$ cat config.mk
export PLATFORM = sky130hd
export DESIGN_NAME = id_stage_pipe
export DESIGN_NICKNAME = d
export VERILOG_FILES = /design/src/rtl/id_stage_pipe.sv
export SDC_FILE = /design/constraint.sdc
export NUM_CORES = 1
export LEC_CHECK = 0
export BUFFER_PORTS_ARGS = -buffer_cell sky130_fd_sc_hd__buf_2
export CORE_ASPECT_RATIO = 1.25
export CORE_MARGIN = 5
export CORE_UTILIZATION = 43
export DETAILED_ROUTE_END_ITERATION = 8
export MAX_ROUTING_LAYER = met4
export PLACE_DENSITY = 0.82
export SETUP_SLACK_MARGIN = 0.05
export SKIP_CTS_REPAIR_TIMING = 1
export SLEW_MARGIN = 10
export SYNTH_ARGS = -nofsm -noshare
export SYNTH_HDL_FRONTEND = slang
export SYNTH_SLANG_ARGS = --single-unit
$ cat constraint.sdc
create_clock -name clk -period 1.75 [get_ports clk]
set_input_delay 0.0875 -clock clk [delete_from_list [all_inputs] [get_ports clk]]
set_output_delay 0.0875 -clock clk [all_outputs]
set_load 0.03 [all_outputs]
$ cat src/rtl/id_stage_pipe.sv
`default_nettype none
// ============================================================================
//  Module      : id_stage_pipe
//  Description : Registered RV32I/RV64I decode stage for OP-IMM, OP and LUI.
//                Reads the register file, optionally forwards same-cycle
//                writeback data, and holds the decoded result in an output
//                register behind a valid/ready handshake with flush.
//  Revision    : 1.0 - initial release
// ============================================================================
module id_stage_pipe #(
    parameter int XLEN      = 32,
    parameter int ADDR_W    = 32,
    parameter int BYPASS_EN = 1
) (
    input  logic              clk,
    input  logic              rst_n,
    input  logic              in_valid,
    output logic              in_ready,
    input  logic [31:0]       ins,
    input  logic [ADDR_W-1:0] ins_addr2id,
    output logic [4:0]        rs1_addr,
    output logic [4:0]        rs2_addr,
    input  logic [XLEN-1:0]   rs1_data,
    input  logic [XLEN-1:0]   rs2_data,
    input  logic              wb_wen,
    input  logic [4:0]        wb_addr,
    input  logic [XLEN-1:0]   wb_data,
    input  logic              flush,
    output logic              out_valid,
    input  logic              out_ready,
    output logic [XLEN-1:0]   op1,
    output logic [XLEN-1:0]   op2,
    output logic [3:0]        alu_op,
    output logic [4:0]        rd_addr,
    output logic              rd_wen,
    output logic [31:0]       ins2ex,
    output logic [ADDR_W-1:0] ins_addr,
    output logic              illegal
);

    localparam logic [6:0] c_opc_op_imm = 7'b0010011;
    localparam logic [6:0] c_opc_op     = 7'b0110011;
    localparam logic [6:0] c_opc_lui    = 7'b0110111;

    localparam logic [3:0] c_alu_add  = 4'd0;
    localparam logic [3:0] c_alu_sub  = 4'd1;
    localparam logic [3:0] c_alu_sll  = 4'd2;
    localparam logic [3:0] c_alu_slt  = 4'd3;
    localparam logic [3:0] c_alu_sltu = 4'd4;
    localparam logic [3:0] c_alu_xor  = 4'd5;
    localparam logic [3:0] c_alu_srl  = 4'd6;
    localparam logic [3:0] c_alu_sra  = 4'd7;
    localparam logic [3:0] c_alu_or   = 4'd8;
    localparam logic [3:0] c_alu_and  = 4'd9;

    // Shift amount width: 5 bits on RV32, 6 bits on RV64
    localparam int c_shw = (XLEN == 64) ? 6 : 5;

    // funct3 to ALU operation; alt selects the arithmetic right shift
    function automatic logic [3:0] f3_alu(input logic [2:0] f3, input logic alt);
        logic [3:0] r;
        case (f3)
            3'b000:  r = c_alu_add;
            3'b001:  r = c_alu_sll;
            3'b010:  r = c_alu_slt;
            3'b011:  r = c_alu_sltu;
            3'b100:  r = c_alu_xor;
            3'b101:  r = alt ? c_alu_sra : c_alu_srl;
            3'b110:  r = c_alu_or;
            default: r = c_alu_and;
        endcase
        return r;
    endfunction

    logic [6:0]      w_opcode;
    logic [2:0]      w_funct3;
    logic [6:0]      w_funct7;
    logic [31:0]     w_lui_imm;
    logic            w_shift_hi_bad;
    logic            w_rs1_hit;
    logic            w_rs2_hit;
    logic [XLEN-1:0] w_rs1_val;
    logic [XLEN-1:0] w_rs2_val;
    logic            w_dec_illegal;
    logic [3:0]      w_dec_alu;
    logic [XLEN-1:0] w_dec_op1;
    logic [XLEN-1:0] w_dec_op2;
    logic [4:0]      w_dec_rd;
    logic            w_dec_rd_wen;
    logic            w_accept;
    logic            w_load;

    logic              out_valid_q, out_valid_d;
    logic [XLEN-1:0]   op1_q, op1_d;
    logic [XLEN-1:0]   op2_q, op2_d;
    logic [3:0]        alu_op_q, alu_op_d;
    logic [4:0]        rd_addr_q, rd_addr_d;
    logic              rd_wen_q, rd_wen_d;
    logic [31:0]       ins2ex_q, ins2ex_d;
    logic [ADDR_W-1:0] ins_addr_q, ins_addr_d;
    logic              illegal_q, illegal_d;

    assign w_opcode  = ins[6:0];
    assign w_funct3  = ins[14:12];
    assign w_funct7  = ins[31:25];
    assign w_lui_imm = {ins[31:12], 12'b0};

    // Only ins[30] may be set above the shamt field (and only for SRAI);
    // on RV32 bit 25 is not part of the shamt and must stay clear.
    assign w_shift_hi_bad = ins[31] || (|ins[29:26])
                         || ((w_funct3 == 3'b001) && ins[30])
                         || ((XLEN == 32) && ins[25]);

    assign rs1_addr = ((w_opcode == c_opc_op_imm) || (w_opcode == c_opc_op)) ? ins[19:15] : 5'd0;
    assign rs2_addr = (w_opcode == c_opc_op) ? ins[24:20] : 5'd0;

    assign w_rs1_hit = (BYPASS_EN != 0) && wb_wen && (wb_addr != 5'd0) && (wb_addr == rs1_addr);
    assign w_rs2_hit = (BYPASS_EN != 0) && wb_wen && (wb_addr != 5'd0) && (wb_addr == rs2_addr);

    // Operand fetch: x0 is hard zero, otherwise forward writeback on a hit
    always_comb begin
        w_rs1_val = w_rs1_hit ? wb_data : rs1_data;
        w_rs2_val = w_rs2_hit ? wb_data : rs2_data;
        if (rs1_addr == 5'd0) w_rs1_val = '0;
        if (rs2_addr == 5'd0) w_rs2_val = '0;
    end

    // Instruction decode; an illegal encoding collapses to an all-zero result
    always_comb begin
        w_dec_illegal = 1'b0;
        w_dec_alu     = c_alu_add;
        w_dec_op1     = '0;
        w_dec_op2     = '0;
        case (w_opcode)
            c_opc_op_imm: begin
                w_dec_op1 = w_rs1_val;
                w_dec_op2 = {{(XLEN-12){ins[31]}}, ins[31:20]};
                w_dec_alu = f3_alu(w_funct3, ins[30]);
                if ((w_funct3 == 3'b001) || (w_funct3 == 3'b101)) begin
                    w_dec_op2              = '0;
                    w_dec_op2[c_shw-1:0]   = ins[20 +: c_shw];
                    w_dec_illegal          = w_shift_hi_bad;
                end
            end
            c_opc_op: begin
                w_dec_op1 = w_rs1_val;
                w_dec_op2 = w_rs2_val;
                if (w_funct7 == 7'b0000000) begin
                    w_dec_alu = f3_alu(w_funct3, 1'b0);
                end else if ((w_funct7 == 7'b0100000) && (w_funct3 == 3'b000)) begin
                    w_dec_alu = c_alu_sub;
                end else if ((w_funct7 == 7'b0100000) && (w_funct3 == 3'b101)) begin
                    w_dec_alu = c_alu_sra;
                end else begin
                    w_dec_illegal = 1'b1;
                end
            end
            c_opc_lui: begin
                w_dec_op2 = XLEN'($signed(w_lui_imm));
            end
            default: begin
                w_dec_illegal = 1'b1;
            end
        endcase
        if (w_dec_illegal) begin
            w_dec_op1 = '0;
            w_dec_op2 = '0;
            w_dec_alu = c_alu_add;
        end
        w_dec_rd     = w_dec_illegal ? 5'd0 : ins[11:7];
        w_dec_rd_wen = !w_dec_illegal && (ins[11:7] != 5'd0);
    end

    assign in_ready = !out_valid_q || out_ready;
    assign w_accept = in_valid && in_ready;
    assign w_load   = w_accept && !flush;

    // Next-state for the output register: flush beats accept, drain on ready
    always_comb begin
        out_valid_d = out_valid_q;
        op1_d       = op1_q;
        op2_d       = op2_q;
        alu_op_d    = alu_op_q;
        rd_addr_d   = rd_addr_q;
        rd_wen_d    = rd_wen_q;
        ins2ex_d    = ins2ex_q;
        ins_addr_d  = ins_addr_q;
        illegal_d   = illegal_q;
        if (flush) begin
            out_valid_d = 1'b0;
        end else if (w_accept) begin
            out_valid_d = 1'b1;
        end else if (out_ready) begin
            out_valid_d = 1'b0;
        end
        if (w_load) begin
            op1_d      = w_dec_op1;
            op2_d      = w_dec_op2;
            alu_op_d   = w_dec_alu;
            rd_addr_d  = w_dec_rd;
            rd_wen_d   = w_dec_rd_wen;
            ins2ex_d   = ins;
            ins_addr_d = ins_addr2id;
            illegal_d  = w_dec_illegal;
        end
    end

    // Output register with asynchronous clear
    always_ff @(posedge clk or negedge rst_n) begin
        if (!rst_n) begin
            out_valid_q <= 1'b0;
            op1_q       <= '0;
            op2_q       <= '0;
            alu_op_q    <= '0;
            rd_addr_q   <= '0;
            rd_wen_q    <= 1'b0;
            ins2ex_q    <= '0;
            ins_addr_q  <= '0;
            illegal_q   <= 1'b0;
        end else begin
            out_valid_q <= out_valid_d;
            op1_q       <= op1_d;
            op2_q       <= op2_d;
            alu_op_q    <= alu_op_d;
            rd_addr_q   <= rd_addr_d;
            rd_wen_q    <= rd_wen_d;
            ins2ex_q    <= ins2ex_d;
            ins_addr_q  <= ins_addr_d;
            illegal_q   <= illegal_d;
        end
    end

    assign out_valid = out_valid_q;
    assign op1       = op1_q;
    assign op2       = op2_q;
    assign alu_op    = alu_op_q;
    assign rd_addr   = rd_addr_q;
    assign rd_wen    = rd_wen_q;
    assign ins2ex    = ins2ex_q;
    assign ins_addr  = ins_addr_q;
    assign illegal   = illegal_q;

endmodule
`default_nettype wire

==> reports/results.tsv, run 1 <==
stage	metric	value	unit
grt	largest net degree at the start of global routing	51	
floorplanning	Top Ports	322	
cells_and_area	Final nets	1458	
timing	setup ws final	-0.140	ns
route	DRC Markers	0	
floorplanning	Die Height	155	um
synth	synthesized area	7260	sq um
synth	XOR/XNOR Fraction of Synth Area	0.966	%
flow_run	MaxCap Viol Count	0	
clocking	Clock transition at path regs	0.07	ns
clocking	Clock Latency Late Sink	0.42	ns
timing	Hold Fails Final Rpt	5	
placement	port bufs	321	
floorplanning	initial core utilization	43.4	%
synth	Synth Area in Adders	0	%
outcome	failing checks	negative hold slack, negative setup slack	
clocking	H-tree lvl count	4	
timing	setup violators final	61	
grt	vias in the first global route	7700	
setup_path	critical path arrival	2.20	ns
synth	largest family of logic cells by synthesized area	simple AND/OR/NAND/NOR gates	
timing	worst relative slew slack	62.3	%
cells_and_area	commonest non-fill, non-tap cell in the layout	buf_2	
grt	total congestion overflow	0	
clocking	CTS Sinks	140	
cells_and_area	ratio of cells with drive above 1 in the final layout	41.1	%
timing	Slew @ Worst Pin	0.562	ns
timing	crit path time final	1.89	ns
synth	Syn Area/Cell	8.92	sq um
route	total wire length	30500	um
timing	WHS	-0.0231	ns
pwr	worst vdd ir	0.607	mV
synth	Synth Instances	814	
route	met3 WL	2420	um
synth	yosys warns	0	
synth	Seq/Total Area, Yosys	48.3	%
synth	Compound-Gate Fraction of Synth Area	17.5	%
route	drt pass-1 iters	6	
timing	period utilization	108	%
synth	EDFF count, synth	0	
setup_path	kind of critical path	input pin to flip-flop	
floorplanning	DIE WIDTH	126	um
synth	multiplexer share of the synthesized area	8.00	%
pwr	pwr dens	800	nW/um^2
pwr	Pleak	5.79	nW
route	highest routed layer	met4	
timing	setup repair after global routing missed its margin	yes	
setup_path	slowest stage cell on the critical path	or4_4	
route	vias post-DR	8382	
grt	initial antenna violation count	1	
grt	first-pass GRT wire length	41100	um
route	drt wl/cell	20.0	um
setup_path	CP required	2.06	ns
cells_and_area	fin cells	1521	
pwr	Power, Total	9.32	mW
setup_path	delay of the slowest critical-path stage	0.56	ns
placement	Post-DP HPWL	20600	um
timing	Slew Limit Fails	0	
synth	Synthesized Nets	985	
timing	Highest Clock Rate	0.529	GHz
route	Starting DRT DRC Count	610	
floorplanning	Die ar.	19600	sq um
placement	placed insts	1395	
synth	dominant synthesized flop cell	dfrtp_1	
clocking	CTS Buf Count	17	
setup_path	Top cell by count, worst path	buf_6	
clocking	CTS tree	done	
clocking	Clock Path Buffers	2	
setup_path	Startpoint Class	input pin	
cells_and_area	most frequent cells in the layout	buf_2, nand2_1, dfrtp_1	
route	M1 wire length	11200	um
cells_and_area	area added between synthesis and finish	60.5	%
synth	Post-Synth Simple-Gate Area	21.2	%
route	DRT antenna net count	0	
outcome	status	finished with violations	
synth	Post-synth ARST share	100	%
clocking	clock root cell	clkbuf_16	
floorplanning	row cnt	53	
setup_path	worst-path fanout max	7	
route	WL met2	15200	um
grt	gr usage total	27.3	%
setup_path	Critical Path Sink Type	flip-flop	
floorplanning	core area	16700	sq um
timing	Layout Skew	0.00633	ns
min_path	worst min path class	input pin to flip-flop	
setup_path	CP Cell Sequence	buf_6 -> or4_4 -> buf_6 -> o31ai_4 -> nor3_4 -> a2111oi_4 -> buf_4 -> a21oi_1 -> a211oi_1	
synth	Netlist cell types	56	
placement	routability congestion estimate	0.972	
synth	Yosys reg bits	140	
route	vias per cell	5.51	
[routing by layer]
layer	GRT usage, %	vias up
li1	-	3774
met1	32.0	4005
met2	45.5	478
met3	5.43	125
met4	12.6	0
met5	-	-
[cell families after synthesis]
family	after synthesis
buffers and inverters	64
AOI/OAI and AO/OA	207
muxes	58
xor gates and xnor gates	8
and+or+nand+nor	337
DFF	140
[critical path, delay by kind of cell]
| kind | cells | cell delay (ns) |
|---|---|---|
| buffers and inverters | 3 | 0.48 |
| AOI/OAI and AO/OA | 4 | 0.97 |
| and+or+nand+nor | 2 | 0.66 |
[registers in the layout, summed over array words and instances, names as in the netlist]
signal and flops:
alu_op 4, illegal 1, ins2ex 32, ins_addr 32, op1 32, op2 32, out_valid 1, rd_addr 5
rd_wen 1
[metrics by stage]
step / utilization, % / TNS [ns] / hold slack (ns) / instance area (sq um) / setup slack [ns]
finish: 69.7 / -2.98 / -0.0231 / 11600 / -0.140
global placement: 58.9 / -28.25 / 0.0377 / 9840 / -0.447
CTS: 62.4 / -6.19 / -0.412 / 10400 / -0.182
detailed placement: 58.9 / -29.85 / 0.0374 / 9840 / -0.479
floorplan: - / -12.78 / -0.208 / 7430 / -0.323
global route: 69.7 / -3.27 / -0.00144 / 11600 / -0.163
[synthesized netlist by cell type (all sizes together) (2+ instances only)]
| master | instances | area [sq um] |
|---|---|---|
| nand2 | 249 | 937 |
| dfrtp | 140 | 3500 |
| a21oi | 74 | 374 |
| o21ai | 66 | 330 |
| mux2i | 58 | 581 |
| clkbuf | 44 | 165 |
| a22oi | 27 | 203 |
| nor2b | 22 | 138 |
| buf | 15 | 116 |
| a22o | 13 | 114 |
| nor2 | 12 | 47.6 |
| nor3 | 8 | 55.1 |
| a211oi | 7 | 67.6 |
| nand2b | 6 | 37.5 |
| nor4b | 6 | 52.6 |
| xnor2 | 6 | 52.6 |
| and2 | 5 | 31.3 |
| and3 | 5 | 31.3 |
| inv | 5 | 18.8 |
| a31oi | 4 | 25.0 |
| nor4 | 4 | 40.0 |
| nor4bb | 4 | 40.0 |
| o31ai | 4 | 30.0 |
| or2 | 4 | 25.0 |
| or4 | 3 | 26.3 |
| o22a | 2 | 17.5 |
| o41ai | 2 | 17.5 |
| xor2 | 2 | 17.5 |
[power by group]
| group | leakage, nW | switching (mW) | total, mW | internal (mW) |
|---|---|---|---|---|
| logic | 3.66 | 1.30 | 2.07 | 0.770 |
| clock network | 0.283 | 1.52 | 3.65 | 2.13 |
| registers | 1.85 | 0.128 | 3.59 | 3.46 |
| total | 5.79 | 2.95 | 9.32 | 6.37 |
[final cells by class]
class                           count  area (sq um)
Fill cell                        1231          5060
Multi-Input combinational cell    611          3800
Sequential cell                   140          3500
Timing Repair Buffer              512          3460
Clock buffer                       18           429
Tap cell                          220           275
Clock inverter                     14           159
Inverter                            5          18.8
Antenna cell                        1          2.50
[worst paths after layout]
check                                   from           end  slack, ns  cells past startpoint
worst max-delay path                 ins[28]        op2[7]      -0.14                      9
worst min-delay path            rs1_data[26]       op1[26]      -0.02                      3
worst max register to register     out_valid        op2[7]      -0.02                      7
worst min register to register  ins_addr[15]  ins_addr[15]       0.47                      2
max in group asynchronous              rst_n       op1[24]       0.94                      3
min in group asynchronous              rst_n     alu_op[1]       0.15                      2
Note: power is estimated with default switching activity, not from simulation.
==> run 2: changes to the inputs <==
--- a/config.mk
+++ b/config.mk
@@ -5,10 +5,14 @@
 export SDC_FILE = /design/constraint.sdc
 export NUM_CORES = 1
 export LEC_CHECK = 0
+export ABC_CLOCK_PERIOD_IN_PS = 1750
 export BUFFER_PORTS_ARGS = -buffer_cell sky130_fd_sc_hd__buf_2
+export CELL_PAD_IN_SITES_DETAIL_PLACEMENT = 1
+export CELL_PAD_IN_SITES_GLOBAL_PLACEMENT = 1
 export CORE_ASPECT_RATIO = 1.25
 export CORE_MARGIN = 5
-export CORE_UTILIZATION = 43
+export CORE_UTILIZATION = 31
+export CTS_CLUSTER_DIAMETER = 50
 export DETAILED_ROUTE_END_ITERATION = 8
 export MAX_ROUTING_LAYER = met4
 export PLACE_DENSITY = 0.82
==> run 2 against run 1 <==
Effect of this change:
- the flow still finishes with violations (negative hold slack, negative setup slack)
- global-route usage fell by 3.8 points
- via count decreased by 1.3%
- design area grew 0.59%
- first-iteration DRC count is 27% lower
==> reports/results.tsv, run 2 (same netlist as run 1, synthesis figures left out) <==
stage	metric	value	unit	change
flow_run	MaxCap Viol Count	0		unchanged
min_path	worst min path class	input pin to flip-flop		
grt	vias in the first global route	8275		+7.5%
floorplanning	core area	23000	sq um	+38%
clocking	Clock Path Buffers	2		unchanged
timing	worst relative slew slack	70.2	%	+7.9 points
timing	Slew Limit Fails	0		unchanged
route	DRT antenna net count	0		unchanged
pwr	Power, Total	9.86	mW	+5.9%
cells_and_area	most frequent cells in the layout	buf_2, nand2_1, dfrtp_1		
timing	setup repair after global routing missed its margin	yes		
timing	crit path time final	2.01	ns	+0.123 ns
clocking	CTS tree	done		
grt	total congestion overflow	0		unchanged
setup_path	Critical Path Sink Type	flip-flop		
clocking	Clock transition at path regs	0.07	ns	about the same
grt	largest net degree at the start of global routing	47		-7.8%
setup_path	kind of critical path	flip-flop to flip-flop		
route	Starting DRT DRC Count	446		-27%
setup_path	CP required	2.08	ns	+0.02 ns
route	total wire length	34100	um	+12%
floorplanning	row cnt	62		+17%
setup_path	CP Cell Sequence	nor2b_4 -> nor4_2 -> a22oi_2 -> a2111oi_4 -> buf_6 -> buf_12 -> a21oi_4 -> a211oi_2		
setup_path	slowest stage cell on the critical path	dfrtp_2		
cells_and_area	Final Util	50.9	%	-19 points
route	vias per cell	5.20		-5.6%
grt	gr usage total	23.5	%	-3.8 points
timing	Hold Fails Final Rpt	9		+4
cells_and_area	ratio of cells with drive above 1 in the final layout	39.2	%	-1.9 points
timing	Slew @ Worst Pin	0.445	ns	-0.117 ns
pwr	pwr dens	842	nW/um^2	+5.3%
placement	Area after DPL	9940	sq um	+0.99%
pwr	worst vdd ir	0.682	mV	+12%
route	drt pass-1 iters	5		-1
setup_path	delay of the slowest critical-path stage	0.40	ns	-0.16 ns
cells_and_area	commonest non-fill, non-tap cell in the layout	buf_2		
floorplanning	DIE WIDTH	147	um	+16%
floorplanning	initial core utilization	31.5	%	-12 points
timing	Setup TNS Final	-12.72	ns	-9.74 ns
placement	DP Worst Slack	-0.559	ns	-0.0809 ns
timing	Layout Skew	0.00839	ns	+0.00206 ns
setup_path	Startpoint Class	flip-flop		
clocking	CTS Sinks	140		unchanged
placement	Post-DP HPWL	24200	um	+18%
clocking	CTS Buf Count	17		unchanged
timing	Highest Clock Rate	0.497	GHz	-6.1%
cells_and_area	Final nets	1455		-0.21%
setup_path	worst-path fanout max	7		unchanged
setup_path	critical path arrival	2.34	ns	+0.14 ns
grt	first-pass GRT wire length	47400	um	+15%
placement	placed insts	1458		+4.5%
placement	routability congestion estimate	0.903		-7.1%
timing	setup ws final	-0.262	ns	-0.123 ns
pwr	Pleak	5.77	nW	-0.31%
placement	port bufs	321		unchanged
cells_and_area	fin cells	1591		+4.6%
floorplanning	Die Height	181	um	+17%
floorplanning	Die ar.	26600	sq um	+36%
route	drt wl/cell	21.4	um	+7.0%
timing	WHS	-0.0209	ns	+0.00220 ns
clocking	clock root cell	clkbuf_16		
floorplanning	Top Ports	322		unchanged
route	vias post-DR	8274		-1.3%
clocking	H-tree lvl count	4		unchanged
cells_and_area	area added between synthesis and finish	61.5	%	
grt	initial antenna violation count	6		+5
timing	period utilization	115	%	+7.0 points
clocking	Clock Latency Late Sink	0.43	ns	about the same
outcome	status	finished with violations		
setup_path	R2R Setup Slk	-0.26	ns	-0.24 ns
cells_and_area	FILL cells	2719		+120%
outcome	failing checks	negative hold slack, negative setup slack		
timing	setup violators final	75		+23%
route	DRC Markers	0		unchanged
cells_and_area	Design Area, Final	11700	sq um	+0.59%
[run 2: cell count changes in the layout (fill, tap and decap cells not counted), sizes merged]
cell         before  now
clkinvlp          2    3
buf             425  422
dlygate4sd3      84   87
clkbuf           21   19
diode             1    6
bufinv            2    6
inv              11    6
nand2b            7    6
[run 2: cell type report]
| class | instances | area [sq um] | area share [%] |
|---|---|---|---|
| well taps | 288 | 360 | 3.07 |
| multi-input cells | 610 | 3700 | 31.6 |
| diodes | 6 | 15.0 | 0.128 |
| repair buffers | 510 | 3450 | 29.4 |
| inverters | 5 | 18.8 | 0.160 |
| clock buffers | 18 | 429 | 3.66 |
| clock inverters | 14 | 243 | 2.07 |
| flip-flops and latches | 140 | 3500 | 29.9 |
[run 2: metal layers]
layer	up-vias	wire length [um]	global-route usage, %
met5	-	0	-
met4	0	1610	11.3
met3	88	2150	5.81
met2	361	17500	39.1
met1	4058	12900	26.4
li1	3767	-	-
[run 2: path summary, 6_finish.rpt]
| kind | start | endpoint | cells past startpoint |
|---|---|---|---|
| max in group asynchronous | rst_n | ins_addr[24] | 3 |
| min in group asynchronous | rst_n | op2[11] | 2 |
| hold / removal | rs2_data[25] | op2[25] | 3 |
| setup reg to reg | out_valid | op2[8] | 8 |
| hold reg to reg | ins_addr[31] | ins_addr[31] | 2 |
| setup / recovery | out_valid | op2[8] | 8 |
[run 2: power by group]
part / internal (mW) / switching [mW]
clock network: 2.68 / 1.49
logic: 0.776 / 1.32
registers: 3.47 / 0.132
[run 2: worst max-delay path, delay by kind of cell (launching register included)]
kind / cells / cell delay [ns]
AOI/OAI and AO/OA: 4 / 0.74
and+or+nand+nor: 2 / 0.47
DFF: 1 / 0.40
buffers and inverters: 2 / 0.31
